`src/rtl/uspy_cmd_log.sv`:
```
// uspy_cmd_log: logs the transaction summaries strobed by the QSPI router
// into a small circular FIFO. The soft CPU drains that FIFO through a
// valid/ready port. When the FIFO is full, new entries are dropped and
// counted, so the SPI path never stalls.
//
// Optional feature: define USPY_CMDLOG_TIMESTAMP_EN to store a free-running
// 32-bit cycle timestamp with each entry. Without it, log_time reads 0.
//
// Head outputs come from registers. In the common case they come from the
// registered RAM read of the slot the read pointer will point at next cycle.
// When that slot is being written in the same cycle, the write data is
// forwarded instead, through a bypass register.
module uspy_cmd_log #(
  parameter int DEPTH_LOG2 = 4
) (
  input  logic                  clk,
  input  logic                  reset,
  input  logic                  cmd_strobe,
  input  logic [7:0]            cmd_in,
  input  logic [31:0]           addr_in,
  input  logic [11:0]           len_in,
  input  logic                  log_enable,
  output logic                  log_valid,
  input  logic                  log_ready,
  output logic [7:0]            log_cmd,
  output logic [31:0]           log_addr,
  output logic [11:0]           log_len,
  output logic [31:0]           log_time,
  output logic [DEPTH_LOG2:0]   log_count,
  output logic [15:0]           drop_count,
  output logic                  overflow,
  input  logic                  stat_clear
);

  localparam int DEPTH = 1 << DEPTH_LOG2;
  localparam int PW    = DEPTH_LOG2 + 1;
  localparam int EW    = 8 + 32 + 12;

  logic [PW-1:0] wp_reg, rp_reg;
  logic [PW-1:0] wp_next, rp_next;
  logic          empty, full;
  logic          push_req, push_acc, pop, drop;
  logic          bypass, next_nonempty, rd_en;

  logic [EW-1:0] mem [DEPTH];
  logic [EW-1:0] wr_entry;
  logic [EW-1:0] rd_reg;
  logic [EW-1:0] byp_reg;
  logic          sel_byp_reg;

  logic [15:0]   drop_count_reg;
  logic          overflow_reg;

  // Pointer arithmetic, the push/pop decision and bypass detection
  always_comb begin
    empty         = (wp_reg == rp_reg);
    full          = ((wp_reg ^ rp_reg) == {1'b1, {DEPTH_LOG2{1'b0}}});
    pop           = !empty && log_ready;
    push_req      = cmd_strobe && log_enable;
    push_acc      = push_req && (!full || pop);
    drop          = push_req && full && !pop;
    wp_next       = wp_reg + {{(PW-1){1'b0}}, push_acc};
    rp_next       = rp_reg + {{(PW-1){1'b0}}, pop};
    // The next head is the entry written in this same cycle.
    bypass        = push_acc && (rp_next == wp_reg);
    next_nonempty = (rp_next != wp_next);
    rd_en         = next_nonempty && !bypass;
    wr_entry      = {cmd_in, addr_in, len_in};
  end

  // Read and write pointers; the queue is emptied by reset
  always_ff @(posedge clk) begin
    if (!reset) begin
      wp_reg <= '0;
      rp_reg <= '0;
    end else begin
      wp_reg <= wp_next;
      rp_reg <= rp_next;
    end
  end

  // Entry storage: a RAM with synchronous write and an enabled registered read
  always_ff @(posedge clk) begin
    if (push_acc)
      mem[wp_reg[DEPTH_LOG2-1:0]] <= wr_entry;
    if (rd_en)
      rd_reg <= mem[rp_next[DEPTH_LOG2-1:0]];
  end

  // Head source select; the bypass copy also supplies the all-zero reset head
  always_ff @(posedge clk) begin
    if (!reset) begin
      sel_byp_reg <= 1'b1;
      byp_reg     <= '0;
    end else if (bypass) begin
      sel_byp_reg <= 1'b1;
      byp_reg     <= wr_entry;
    end else if (rd_en) begin
      sel_byp_reg <= 1'b0;
    end
  end

  // Drop statistics; a clear wins over a drop in the same cycle
  always_ff @(posedge clk) begin
    if (!reset) begin
      drop_count_reg <= '0;
      overflow_reg   <= 1'b0;
    end else if (stat_clear) begin
      drop_count_reg <= '0;
      overflow_reg   <= 1'b0;
    end else if (drop) begin
      if (drop_count_reg != 16'hFFFF)
        drop_count_reg <= drop_count_reg + 16'd1;
      overflow_reg <= 1'b1;
    end
  end

  assign log_valid  = !empty;
  assign log_count  = wp_reg - rp_reg;
  assign drop_count = drop_count_reg;
  assign overflow   = overflow_reg;
  assign {log_cmd, log_addr, log_len} = sel_byp_reg ? byp_reg : rd_reg;

`ifdef USPY_CMDLOG_TIMESTAMP_EN
  logic [31:0] ts_reg;
  logic [31:0] ts_mem [DEPTH];
  logic [31:0] ts_rd_reg;
  logic [31:0] ts_byp_reg;

  // Free-running cycle counter that wraps naturally
  always_ff @(posedge clk) begin
    if (!reset)
      ts_reg <= '0;
    else
      ts_reg <= ts_reg + 32'd1;
  end

  // Timestamp storage, kept in step with the entry RAM
  always_ff @(posedge clk) begin
    if (push_acc)
      ts_mem[wp_reg[DEPTH_LOG2-1:0]] <= ts_reg;
    if (rd_en)
      ts_rd_reg <= ts_mem[rp_next[DEPTH_LOG2-1:0]];
  end

  // Timestamp bypass copy, captured alongside the entry bypass
  always_ff @(posedge clk) begin
    if (!reset)
      ts_byp_reg <= '0;
    else if (bypass)
      ts_byp_reg <= ts_reg;
  end

  assign log_time = sel_byp_reg ? ts_byp_reg : ts_rd_reg;
`else
  assign log_time = 32'h0;
`endif

endmodule

```
`config.mk`:
```
export PLATFORM = sky130hd
export DESIGN_NAME = uspy_cmd_log
export DESIGN_NICKNAME = d
export VERILOG_FILES = /design/src/rtl/uspy_cmd_log.sv
export SDC_FILE = /design/constraint.sdc
export NUM_CORES = 1
export LEC_CHECK = 0
export CORE_ASPECT_RATIO = 0.6
export CORE_MARGIN = 2
export CORE_UTILIZATION = 65
export DETAILED_ROUTE_END_ITERATION = 8
export PLACE_DENSITY = 0.85
export REMOVE_ABC_BUFFERS = 1
export SLEW_MARGIN = 30
export SYNTH_ARGS = -nofsm -noshare
export SYNTH_HDL_FRONTEND = slang
export SYNTH_SLANG_ARGS = --single-unit
```
`constraint.sdc`:
```
create_clock -name clk -period 18.85 [get_ports clk]
set_input_delay 2.8275 -clock clk [delete_from_list [all_inputs] [get_ports clk]]
set_output_delay 2.8275 -clock clk [all_outputs]
set_load 0.02 [all_outputs]
```
# Word level (Yosys, flattened, before mapping)
# Memories as Yosys holds them, arrays and structs flattened. A register that Yosys moved wholly into a read port is not among the register bits.
# Index checks and enable logic that the tools add are counted.
# Widths: inputs -> output; s select.
dict set report op_classes {
  add_sub_neg 4
  n_eq_ne 5
  mux 3
  bitwise_logic 2
  n_reduce_logical 15
}
# cell count
set ops {}
lappend ops {{$mux 52} 1}
lappend ops {{$add 16x1->16 const B} 1}
lappend ops {{$ne 16x16->1 const B} 1}
lappend ops {{$add 5x1->5} 2}
lappend ops {{$eq 5x5->1} 2}
lappend ops {{$logic_and 1x1->1} 7}
lappend ops {{$eq 5x5->1 const B} 1}
lappend ops {{$ne 5x5->1} 1}
lappend ops {{$sub 5x5->5} 1}
lappend ops {{$xor 5x5->5} 1}
lappend ops {{$logic_not 1->1} 4}
lappend ops {{$reduce_or 2->1} 2}
lappend ops {{$mux 1} 2}
lappend ops {{$reduce_and 2->1} 1}
lappend ops {{$logic_or 1x1->1} 1}
lappend ops {{$not 1->1} 1}
dict set report totals {
  reg_bits 80
  mem_bits_rw 832
  inputBits 58
  mem_count 1
}
# name words word_bits read_ports rd_ports_with_merged_regs wr line
set mem_list {}
lappend mem_list {mem 16 52 1 1 1 45} ;# logic [EW-1:0] mem [DEPTH];

# Logic depth before layout (Yosys ltp)
# Gate-level depths: netlist of run 1.
dict set report logic_depth {
  ltp_word 8
  mapped_depth 15
  mapped_depth_nobuf 13
}

# Least setup slack after synthesis of run 1
# OpenSTA, ideal clock, no wires.
dict set report synth_timing {
  kind {in2reg}
  start {input port cmd_strobe}
  end {memory mem[4][0] (netlist bit) (enable)}
  arrival_ps 7138
  required_time_ps 18324
  slack_ps 11186
  path_stages 4
  n_path_buf 0
  cell_sequence {nand2_1 or2_2 or3_1 nor3_1}
}
dict set report synth_via {
  elab_chain_cells 4
}
# item line
set synth_rtl {}
lappend synth_rtl {{start: declaration} 18} ;# input logic cmd_strobe,
lappend synth_rtl {{$logic_and 1x1->1} 59} ;# push_req = cmd_strobe && log_enable;
lappend synth_rtl {{$logic_and 1x1->1} 60} ;# push_acc = push_req && (!full || pop);
lappend synth_rtl {{$mux 1} 84} ;# if (push_acc)
lappend synth_rtl {{$mux 1 (implied by the code)} 85} ;# mem[wp_reg[DEPTH_LOG2-1:0]] <= wr_entry;
lappend synth_rtl {{end: declaration} 45}
# No other way between the ends.

# Worst setup path after layout of run 1
dict set report layout_timing {
  start {input port log_ready}
  end {register rd_reg[49], read port of mem (enable)}
}
dict set report layout_via {
  elab_chain_cells 6
  word_cells_on_any_way 10
  cone_classes {2 x add/sub; 2 x eq/ne; 6 x reduce/logical}
}
# item line
set layout_rtl {}
lappend layout_rtl {{start: declaration} 24} ;# input logic log_ready,
lappend layout_rtl {{$logic_and 1x1->1 (*)} 58} ;# pop = !empty && log_ready;
lappend layout_rtl {{$logic_or 1x1->1 or $add 5x1->5 (tied branches)} {60, 63}}
lappend layout_rtl {{$logic_and 1x1->1 or $eq 5x5->1 (tied branches)} {60, 65}}
lappend layout_rtl {{$add 5x1->5 or $logic_and 1x1->1 (tied branches)} {62, 65}}
lappend layout_rtl {{$ne 5x5->1 or $logic_not 1->1 (tied branches)} {66, 67}}
lappend layout_rtl {{$logic_and 1x1->1 (*)} 67} ;# rd_en = next_nonempty && !bypass;
lappend layout_rtl {{net rd_en} 43} ;# logic bypass, next_nonempty, rd_en;
lappend layout_rtl {{end: declaration} 47} ;# logic [EW-1:0] rd_reg;
# The timed path passes the listed nets; every way through them passes the cells marked *.
# A chain may end at the register's enable or synchronous reset.

==> impl_metrics.env, run 1 <==
export IMPL_status="finished, final reports clean"
export IMPL_ctsHoldBuffers=0
export IMPL_crit_slowest_cell="buf_4"
export IMPL_cts_htree_levels=3
export IMPL_first_global_vias=19100
export IMPL_drive_above_1_share_pct=25.6
export IMPL_grt_pass1_wl_um=126000
export IMPL_avgViaCountPerCell=6.72
export IMPL_p_per_area_nw_per_um2=120
export IMPL_yosysUniqueCellTypes=45
export IMPL_wirelength_um=88000
export IMPL_crit_buf_inv=3
export IMPL_p_total_mw=5.07
export IMPL_worst_ep_required_time_ps=19090
export IMPL_min_period_ps=6420
export IMPL_initial_utilization_pct=66.2
export IMPL_grt_ovfl_total=0
export IMPL_finalCritPeriodShare_pct=34.0
export IMPL_antenna_left=0
export IMPL_worstSetupStartpoint="log_ready"
export IMPL_worstSetupPathType="primary input to flop"
export IMPL_die_w_um=313
export IMPL_cp_arrival_ps=6650
export IMPL_setup_violations=0
export IMPL_ir_worst_vdd_v=0.0000871
export IMPL_grt_usage_pct=30.0
export IMPL_clkLatencyLatePin_ps=620
export IMPL_numPortBuffers=132
export IMPL_critPathCaptureType="flop"
export IMPL_hold_path_class="flop to flop"
export IMPL_relSlewSlack_pct=32.6
export IMPL_syn_avg_cell_area_sq_um=21.5
export IMPL_vias=18200
export IMPL_rows=67
export IMPL_ys_async_sr_fraction_pct=0
export IMPL_worstPathCellList="clkdlybuf4s50_1 -> nor3_1 -> or2_2 -> inv_1 -> ha_1 -> ha_1 -> nand3_1 -> xor2_1 -> xor2_1 -> nor3_1 -> nor2_4 -> buf_4"
export IMPL_design_die_area_sq_um=59300
export IMPL_nFillCells=2885
export IMPL_cts_buffers=82
export IMPL_area_growth_synth_to_final_pct=13.8
export IMPL_maxCapViolations=0
export IMPL_syn_cell_area_sq_um=37300
export IMPL_leakage_nw=13.3
export IMPL_largest_register_ffs=832
export IMPL_r2r_end="byp_reg[44]"
export IMPL_ios=165
export IMPL_postCtsSetupBuffers=0
export IMPL_r2r_start="wp_reg[0]"
export IMPL_ys_seq_area_share_pct=75.6
export IMPL_drt_first_pass_iters=7
export IMPL_final_area_sq_um=42400
export IMPL_crit_fanout=34
export IMPL_place_area_sq_um=39500
export IMPL_cts_tree="yes"
export IMPL_worst_pin_slew_ps=1010
export IMPL_die_y_um=189
export IMPL_ys_warn_count=0
export IMPL_wire_per_inst_um=32.4
export IMPL_antenna_found_initial=1
export IMPL_ctsResizeCount=0
export IMPL_core_area_sq_um=56300
export IMPL_path_delay_family="buffers and inverters"
export IMPL_cts_root_buffer="clkbuf_16"
export IMPL_clock_sinks=964
export IMPL_clkTransAtPathRegs_ps=70
export IMPL_fmax_mhz=156
export IMPL_rsz0062_at_grt="no"
export IMPL_slew_viol_final=0
export IMPL_cts_buffer_depth=3
export IMPL_final_hold_viol_count=0
export IMPL_grt_max_degree=145
export IMPL_nets=1955
export IMPL_hpwlAfterDp_um=39700
export IMPL_holdPathStages=2
export IMPL_rrSetupSlack_ps=13830
export IMPL_whs_ps=460
export IMPL_final_cell_mix="884 x edfxtp_1, 260 x mux4_2, 131 x clkdlybuf4s50_1, 113 x nand2_1, 85 x clkbuf_16"
export IMPL_r2r_cells=13
export IMPL_globalplace_congestion=0.808
export IMPL_max_stage_delay_ps=750
export IMPL_critPathLaunchType="primary input"
export IMPL_synth_edf_count=884
export IMPL_drc_errors=0
export IMPL_initialDrtViolationCount=2528
export IMPL_layout_commonest_cell="edfxtp_1"
export IMPL_min_delay_start="byp_reg[36]"
export IMPL_ys_flop_type="edfxtp_1"
export IMPL_synth_seq_cells=964
export IMPL_syn_inst=1730
export IMPL_clock_skew_final_ps=26.6
export IMPL_min_to="byp_reg[36]"
[per-stage QoR]
stage	TNS, ps	utilization [%]	std cells	setup slack [ps]
after floorplan	-147020	-	1639	-2830
after global placement	0	70.1	2558	12010
after detailed placement	0	70.2	2558	11890
after CTS	0	75.2	2708	12490
after global routing	0	75.4	2713	12420
final	0	75.4	2714	12430
[cells in the mapped netlist, types with 2 or more instances]
master,instances,share of area (%)
or3_1,3,0.050
buf_1,15,0.15
mux2_2,52,1.6
edfxtp_1,884,71
buf_2,12,0.16
a21o_1,2,0.040
ha_1,9,0.30
nor2_1,34,0.34
dfxtp_1,80,4.3
and2_1,5,0.084
o21ai_0,2,0.027
mux4_2,260,16
or2_2,2,0.034
nand2_1,113,1.1
xor2_1,8,0.19
nor3_1,8,0.11
nand3_1,13,0.17
o31ai_1,3,0.060
and4_1,2,0.047
xnor2_1,20,0.47
mux2i_1,54,1.5
o211ai_1,2,0.040
or4_1,4,0.081
a211oi_1,3,0.060
inv_1,14,0.14
a21oi_1,6,0.081
buf_4,37,0.75
and3_1,3,0.050
a2111oi_1,3,0.081
clkbuf_1,58,0.58
nand4_1,5,0.084
[logic make-up (layout without fill, tap and decap cells)]
family | count (synthesis) | count (layout) | share of synthesized area [%]
flip-flops | 964 | 964 | 75.6
adder cells (fa/ha/maj) | 10 | 10 | 0.356
AO/OA/AOI/OAI | 25 | 25 | 0.474
XOR/XNOR | 29 | 29 | 0.702
other | 1 | 34 | 0.0101
buffers and inverters | 136 | 328 | 1.78
AND/OR/NAND/NOR | 199 | 199 | 2.38
multiplexers | 366 | 366 | 18.7
[cell type report]
class / count / area (sq um) / share of cell area, %
Sequential cell: 964 / 28200 / 66.4
Inverter: 14 / 52.6 / 0.124
Tap cell: 759 / 950 / 2.24
Antenna cell: 2 / 5.00 / 0.0118
Multi-Input combinational cell: 661 / 8730 / 20.6
Timing Repair Buffer: 164 / 1700 / 4.01
Clock inverter: 47 / 596 / 1.40
Clock buffer: 103 / 2220 / 5.25
[worst max-delay path by stage]
| stage | to | slack (ps) | cells after the start |
|---|---|---|---|
| after global placement | rd_reg[15] | 12010 | 9 |
| after CTS | rd_reg[47] | 12490 | 9 |
| after floorplan | rd_reg[0] | -2830 | 6 |
| after detailed placement | rd_reg[15] | 11890 | 9 |
| final | rd_reg[49] | 12430 | 12 |
| after global routing | rd_reg[49] | 12420 | 12 |
[metal layers]
layer  share of wire, %  vias up  GRT usage [%]
met1                 36     9521           40.2
met5                  0        -          0.406
met2                 52     1195           49.5
li1                   -     7348              -
met3                9.9      184           6.79
met4                2.9        0           10.6
[power breakdown]
part           internal [mW]  switching (mW)  total, mW
logic                  0.411           0.405      0.816
registers               2.42          0.0428       2.47
clock network           1.03           0.758       1.79
total                   3.87            1.21       5.07
[tightest hold or removal path: cells and delay by family (launching register included)]
kind / cells / cell delay (ps)
flops: 1 / 310
mux: 1 / 50
simple gates: 1 / 50
Note: power is estimated with default switching activity, not from simulation.
==> inputs of run 2 (changes only) <==
CORE_UTILIZATION = 60   (was 65)
PLACE_DENSITY = 0.79   (was 0.85)
clock period = 6.26 ns   (was 18.85 ns; I/O delays follow)
==> run 2 against run 1 <==
  * Clock power rose to 2.9 times the previous value
  * Sequential share of layout area decreased by 0.14 points
  * Count of clock-buffer cells in the layout grew 5
  * Largest power group unchanged
==> impl_metrics.env, run 2 (synthesis results as in run 1) <==
export IMPL_status="finished, final reports clean"
export IMPL_wirelength_um=80800
export IMPL_die_y_um=197
export IMPL_critPathCaptureType="flop"
export IMPL_area_growth_synth_to_final_pct=14.1
export IMPL_cts_root_buffer="clkbuf_16"
export IMPL_numPortBuffers=132
export IMPL_drt_first_pass_iters=5
export IMPL_grt_ovfl_total=0
export IMPL_slew_viol_final=0
export IMPL_p_total_mw=15.0
export IMPL_rsz0062_at_grt="no"
export IMPL_ctsResizeCount=0
export IMPL_worst_ep_required_time_ps=6810
export IMPL_initialDrtViolationCount=2031
export IMPL_largest_register_ffs=832
export IMPL_hold_path_class="flop to flop"
export IMPL_drive_above_1_share_pct=25.8
export IMPL_cts_htree_levels=3
export IMPL_final_setup_tns_ps=0
export IMPL_wire_per_inst_um=28.9
export IMPL_cp_arrival_ps=5170
export IMPL_worst_pin_slew_ps=943
export IMPL_place_area_sq_um=39800
export IMPL_critPathLaunchType="flop"
export IMPL_core_area_sq_um=61100
export IMPL_final_hold_viol_count=0
export IMPL_ios=165
export IMPL_clkTransAtPathRegs_ps=70
export IMPL_vias=17800
export IMPL_globalplace_congestion=0.816
export IMPL_setup_ws_ps=1640
export IMPL_ctsHoldBuffers=0
export IMPL_worstSetupPathType="flop to flop"
export IMPL_nets=1965
export IMPL_fin_cells=2795
export IMPL_clkLatencyLatePin_ps=640
export IMPL_relSlewSlack_pct=37.0
export IMPL_fmax_mhz=216
export IMPL_antenna_found_initial=2
export IMPL_avgViaCountPerCell=6.38
export IMPL_clock_skew_final_ps=19.8
export IMPL_finalCritPeriodShare_pct=73.8
export IMPL_rows=70
export IMPL_first_global_vias=18100
export IMPL_final_area_sq_um=42500
export IMPL_final_cell_mix="884 x edfxtp_1, 260 x mux4_2, 131 x clkdlybuf4s50_1, 113 x nand2_1, 87 x clkbuf_16"
export IMPL_cts_buffers=83
export IMPL_design_die_area_sq_um=64200
export IMPL_clock_sinks=964
export IMPL_grt_usage_pct=25.8
export IMPL_maxCapViolations=0
export IMPL_post_place_cells=2640
export IMPL_leakage_nw=13.3
export IMPL_cts_tree="yes"
export IMPL_hpwlAfterDp_um=40200
export IMPL_setup_violations=0
export IMPL_min_period_ps=4620
export IMPL_ir_worst_vdd_v=0.000277
export IMPL_grt_max_degree=125
export IMPL_cts_buffer_depth=3
export IMPL_layout_commonest_cell="edfxtp_1"
export IMPL_nFillCells=3629
export IMPL_drc_errors=0
export IMPL_p_per_area_nw_per_um2=353
export IMPL_dp_slack_ps=1700
export IMPL_die_w_um=326
export IMPL_grt_pass1_wl_um=120000
export IMPL_crit_fanout=34
export IMPL_initial_utilization_pct=60.9
export IMPL_postCtsSetupBuffers=0
export IMPL_antenna_left=0
## run 2: area by class of cell
class                      instances  area, sq um  share of cell area, %
tap                              828         1040                   2.44
timing repair buffer             173         1790                   4.21
inverter                          14         52.6                  0.124
multi-input combinational        661         8730                   20.5
clock buffer                     108         2340                   5.50
sequential                       964        28200                   66.2
antenna                            1         2.50                0.00589
clock inverter                    46          405                  0.954
## run 2: critical path, stage by stage, from the launching register on
cell      delay [ps]
dfxtp_1          600
inv_1            130
ha_1             340
nand4_2          180
or2b_1           270
and2_1           180
ha_4             630
xnor2_1          180
nand3_1          140
a211oi_4         300
buf_4            460
buf_4            720
mux2i_1          330
## run 2: worst paths after layout
check,start,endpoint,slack (ps),cells past startpoint
worst max-delay path,wp_reg[0],byp_reg[46],1640,12
worst min-delay path,byp_reg[22],byp_reg[22],450,2
worst max register to register,wp_reg[0],byp_reg[46],1640,12
worst min register to register,byp_reg[22],byp_reg[22],450,2
## run 2: report_power, final
group / switching, mW / internal, mW / total (mW) / leakage, nW
Clock: 2.26 / 2.93 / 5.18 / 1.34
Sequential: 0.125 / 7.30 / 7.42 / 8.65
Combinational: 1.16 / 1.24 / 2.40 / 3.33
## run 2: stage by stage
stage / utilization, % / hold WS (ps)
floorplan: - / 431
global placement: 64.8 / 438
detailed placement: 65.0 / 444
CTS: 69.5 / 457
global route: 69.5 / 477
finish: 69.5 / 455
## run 2: routing by layer
layer	routed length [um]	global-route usage [%]	part of all wire (%)
met1	31700	36.8	39
met2	40800	42.5	51
met3	6850	4.70	8.5
met4	1410	5.97	1.7
met5	11	0	0.014
